File: src/rtl/countdown_timer_pkg.sv
// Shared constants and state encoding for the loadable countdown timer.
package countdown_timer_pkg;

   localparam int CDT_WIDTH = 8;

   typedef enum logic [1:0] {
      IDLE   = 2'd0,
      LOADED = 2'd1,
      RUN    = 2'd2,
      PAUSED = 2'd3
   } state_t;

endpackage

File: src/rtl/countdown_timer.sv
// Loadable down-counter with valid/ready load, pause/stop and one-cycle done.
// Define CDT_AUTO_RELOAD_EN for periodic reload at terminal count.
module countdown_timer
   import countdown_timer_pkg::*;
#(
   parameter int WIDTH = CDT_WIDTH
) (
   input  logic             clk,
   input  logic             rst,
   input  logic [WIDTH-1:0] load_val,
   input  logic             load_valid,
   output logic             load_ready,
   input  logic             start,
   input  logic             pause,
   input  logic             stop,
   output logic [WIDTH-1:0] cnt,
   output logic             busy,
   output logic             done
);

   state_t           state;
   state_t           nxt_state;
   logic [WIDTH-1:0] nxt_cnt;
   logic             nxt_done;
   logic             hs;
   logic             last;

   assign hs   = load_valid && load_ready;
   // a zero load counts as already terminal, so cnt never wraps
   assign last = (cnt <= WIDTH'(1));

`ifdef CDT_AUTO_RELOAD_EN
   logic [WIDTH-1:0] reload;

   always_ff @(posedge clk or posedge rst) begin
      if (rst)
         reload <= '0;
      else if (hs)
         reload <= load_val;
   end
`endif

   always_comb begin
      nxt_state = state;
      nxt_cnt   = cnt;
      nxt_done  = 1'b0;
      unique case (state)
         IDLE: begin
            if (hs) begin
               nxt_cnt   = load_val;
               nxt_state = LOADED;
            end
         end
         LOADED: begin
            if (hs)
               nxt_cnt = load_val;
            if (start)
               nxt_state = pause ? PAUSED : RUN;
         end
         RUN: begin
            if (stop)
               nxt_state = IDLE;
            else if (pause)
               nxt_state = PAUSED;
            else if (last) begin
               nxt_done = 1'b1;
`ifdef CDT_AUTO_RELOAD_EN
               nxt_cnt  = reload;
`else
               nxt_cnt   = '0;
               nxt_state = IDLE;
`endif
            end else
               nxt_cnt = cnt - WIDTH'(1);
         end
         PAUSED: begin
            if (stop)
               nxt_state = IDLE;
            else if (!pause)
               nxt_state = RUN;
         end
      endcase
   end

   always_ff @(posedge clk or posedge rst) begin
      if (rst) begin
         state      <= IDLE;
         cnt        <= '0;
         done       <= 1'b0;
         busy       <= 1'b0;
         load_ready <= 1'b1;
      end else begin
         state      <= nxt_state;
         cnt        <= nxt_cnt;
         done       <= nxt_done;
         busy       <= (nxt_state == RUN) || (nxt_state == PAUSED);
         load_ready <= (nxt_state == IDLE) || (nxt_state == LOADED);
      end
   end

endmodule

File: config.mk
export PLATFORM = sky130hd
export DESIGN_NAME = countdown_timer
export DESIGN_NICKNAME = d
export VERILOG_FILES = /design/src/rtl/countdown_timer_pkg.sv /design/src/rtl/countdown_timer.sv
export SDC_FILE = /design/constraint.sdc
export NUM_CORES = 1
export LEC_CHECK = 0
export BUFFER_PORTS_ARGS = -buffer_cell sky130_fd_sc_hd__buf_4
export CAP_MARGIN = 10
export CORE_MARGIN = 2
export CORE_UTILIZATION = 30
export CTS_BUF_LIST = sky130_fd_sc_hd__clkbuf_16
export DETAILED_ROUTE_END_ITERATION = 12
export PLACE_DENSITY = 0.52
export SLEW_MARGIN = 20
export SYNTH_ARGS = -nofsm -noshare
export SYNTH_HDL_FRONTEND = slang
export SYNTH_SLANG_ARGS = --single-unit
File: constraint.sdc
create_clock -name clk -period 2.1 [get_ports clk]
set_input_delay 0.42 -clock clk [delete_from_list [all_inputs] [get_ports clk]]
set_output_delay 0.42 -clock clk [all_outputs]
set_load 0.03 [all_outputs]
==> qor.csv <==
metric;value;unit
gp_congestion;0.694;
max_freq;493;MHz
totalWireLength;1980;um
grt_use_total;16.3;%
synth.largest_area_cell;dfrtp_1;
cp_data_arrival_time;2.14;ns
power_density;1700;nW/um2
antenna_cells;0;
io_pins;25;
drcViolationCount;0;
crit_type;reg -> reg;
cts_tree;built;
fin_crit_sh;96.6;%
numClockSinks;13;
wl_per_cell;13.5;um
fin_setup_tns;0;ns
ys_top_cells_by_area;dfrtp_1 (39%), o21ai_0 (6.5%), dfstp_2 (3.4%);
hpwl;1450;um
cp_max_fo;4;
cts.clk_slew.worst_paths;0.05;ns
rsz0062_at_grt;no;
maxCapViolCount;0;
p_leak;0.525;nW
cp-start-kind;register;
relSlewSlack;65.4;%
insertion_delay;0.24;ns
core.rowCount;18;
report.final.hold_viol_count;0;
vias;755;
cts-root-buf;clkbuf_16;
layout-drive-gt1-share;36.8;%
end_kind;register;
avgSynthCellArea;9.34;um2
nFillCells;241;
hold_ws;0.209;ns
worst_slew_pin_slew;0.519;ns
drt-initial-drc-count;10;
area.growth.synth_to_final;48.5;%
min_period;2.03;ns
grt_max_degree;16;
hold_buffers;0;
status;finished clean;
gr-total-overflow;0;
cts_max_level;1;
grt_pass1_wl;3310;um
antenna_found_initial;0;
vdd_drop_max;0.868;mV
grt_pass1_vias;707;
yosys_warnings;0;
synth_seq_area_share;42.6;%
avgViaCountPerCell;5.14;
die_y;54.5;um
firstDrtPassIters;4;
io_buffer_count;24;
skew;0.00320;ns
ys_seq_elements;13;
slew_viol_final;0;
synth_top_cell_area_share;39.2;%
ctsLongestPathBuffers;2;
ant_nets;0;
syn_nets;98;
numCtsBuffers;3;
required;2.21;ns
ys_types;29;
start_util;31.2;%
coreArea;2450;um2
setup_viol_count_final;0;
syn_area;766;um2
min-delay-path-class;in -> async;
syn_inst;82;
nets;134;
dieWidth;54.5;um
die-area;2970;um2
[placed cells by master, fill, tap and decap left out, types with 3 or more instances in the layout]
| cell type | count |
|---|---|
| nand2_1 | 7 |
| buf_4 | 34 |
| clkbuf_16 | 3 |
| dfrtp_1 | 12 |
| o21ai_0 | 10 |
| inv_1 | 7 |
| nor2_1 | 5 |
| nor4_1 | 4 |
| a21oi_1 | 3 |
| a2bb2oi_1 | 3 |
| nand3_1 | 4 |
[Yosys cell counts]
cell,number
ha_1,2
dfstp_2,1
o41ai_2,1
o21ai_0,10
or4b_2,1
a31oi_1,2
o311ai_4,1
or3_1,1
or4_4,2
nor2b_1,1
nand3_1,4
o311ai_0,1
o21a_1,1
o2bb2ai_1,2
inv_1,6
a211oi_1,1
a21oi_1,3
nor2_1,5
a2bb2oi_1,3
o21bai_1,2
mux2i_1,1
a22oi_1,1
and3b_1,1
nand2_1,7
nor3_1,2
clkbuf_1,3
nand2b_1,1
nor4_1,4
dfrtp_1,12
[what timing repair did]
action	CTS	global route
endpoints found under the hold margin	0	0
endpoints found under the setup margin	0	2
resized for setup	0	1
buffers inserted	0	0
[metrics by stage]
| stage | setup WS, ns | area [um2] | power (mW) | utilization (%) | instances |
|---|---|---|---|---|---|
| 6_report | 0.0705 | 1140 | 1.93 | 46.3 | 147 |
| 5_1_grt | 0.00709 | 1140 | 2.09 | 46.3 | 147 |
| 4_1_cts | 0.0583 | 1130 | 1.93 | 45.9 | 147 |
| 3_5_place_dp | 0.0809 | 1050 | 1.55 | 42.7 | 143 |
| 3_3_place_gp | 0.106 | 1050 | 1.55 | 42.7 | 143 |
| 2_1_floorplan | 0.0229 | 766 | 1.13 | - | 82 |
[path summary, 6_finish.rpt]
path,cells past startpoint,slack [ns],endpoint,from
min in group clk,2,0.36,done$_DFF_PP0_,stop
max in group asynchronous,2,1.53,load_ready$_DFF_PP1_,rst
worst max register to register,4,0.07,busy$_DFF_PP0_,cnt[5]$_DFFE_PP0P_
worst max-delay path,4,0.07,busy$_DFF_PP0_,cnt[5]$_DFFE_PP0P_
worst min-delay path,2,0.21,cnt[5]$_DFFE_PP0P_,rst
worst min register to register,2,0.60,cnt[4]$_DFFE_PP0P_,cnt[4]$_DFFE_PP0P_
[where the power goes]
group / total [mW] / internal (mW) / switching (mW) / leakage, nW
registers: 0.511 / 0.373 / 0.137 / 0.160
clock network: 0.358 / 0.251 / 0.107 / 0.0423
logic: 1.06 / 0.462 / 0.601 / 0.323
[cell type report]
| type | count | area [um2] | share of cell area [%] |
|---|---|---|---|
| well taps | 30 | 37.5 | 3.30 |
| multi-input cells | 60 | 417 | 36.6 |
| inverters | 6 | 22.5 | 1.98 |
| clock buffers | 3 | 75.1 | 6.60 |
| flip-flops and latches | 13 | 327 | 28.7 |
| clock inverters | 1 | 3.75 | 0.330 |
| repair buffers | 34 | 255 | 22.4 |
[layer usage]
layer,global-route usage (%),wire (um)
met1,21.0,966
met2,24.9,895
met3,5.74,96
met4,6.25,25
met5,0,0
[cell families after synthesis]
| logic type | after synthesis | synth area share [%] |
|---|---|---|
| simple gates | 29 | 20.9 |
| compound gates | 28 | 27.5 |
| flops | 13 | 42.6 |
| buf+inv | 9 | 4.41 |
| fa+ha+maj | 2 | 3.27 |
| mux | 1 | 1.31 |
[state kept, by name (all words and copies together), names as in the netlist]
register	count
busy	1
state	2
load_ready	1
done	1
cnt	8
[critical path: stages, from the launching register on]
cell and delay (ns):
dfrtp_1 0.40, or4_4 0.59, or4_4 0.52, o311ai_4 0.25
o21ai_0 0.13
No activity file was read; power rests on OpenSTA's default activity.
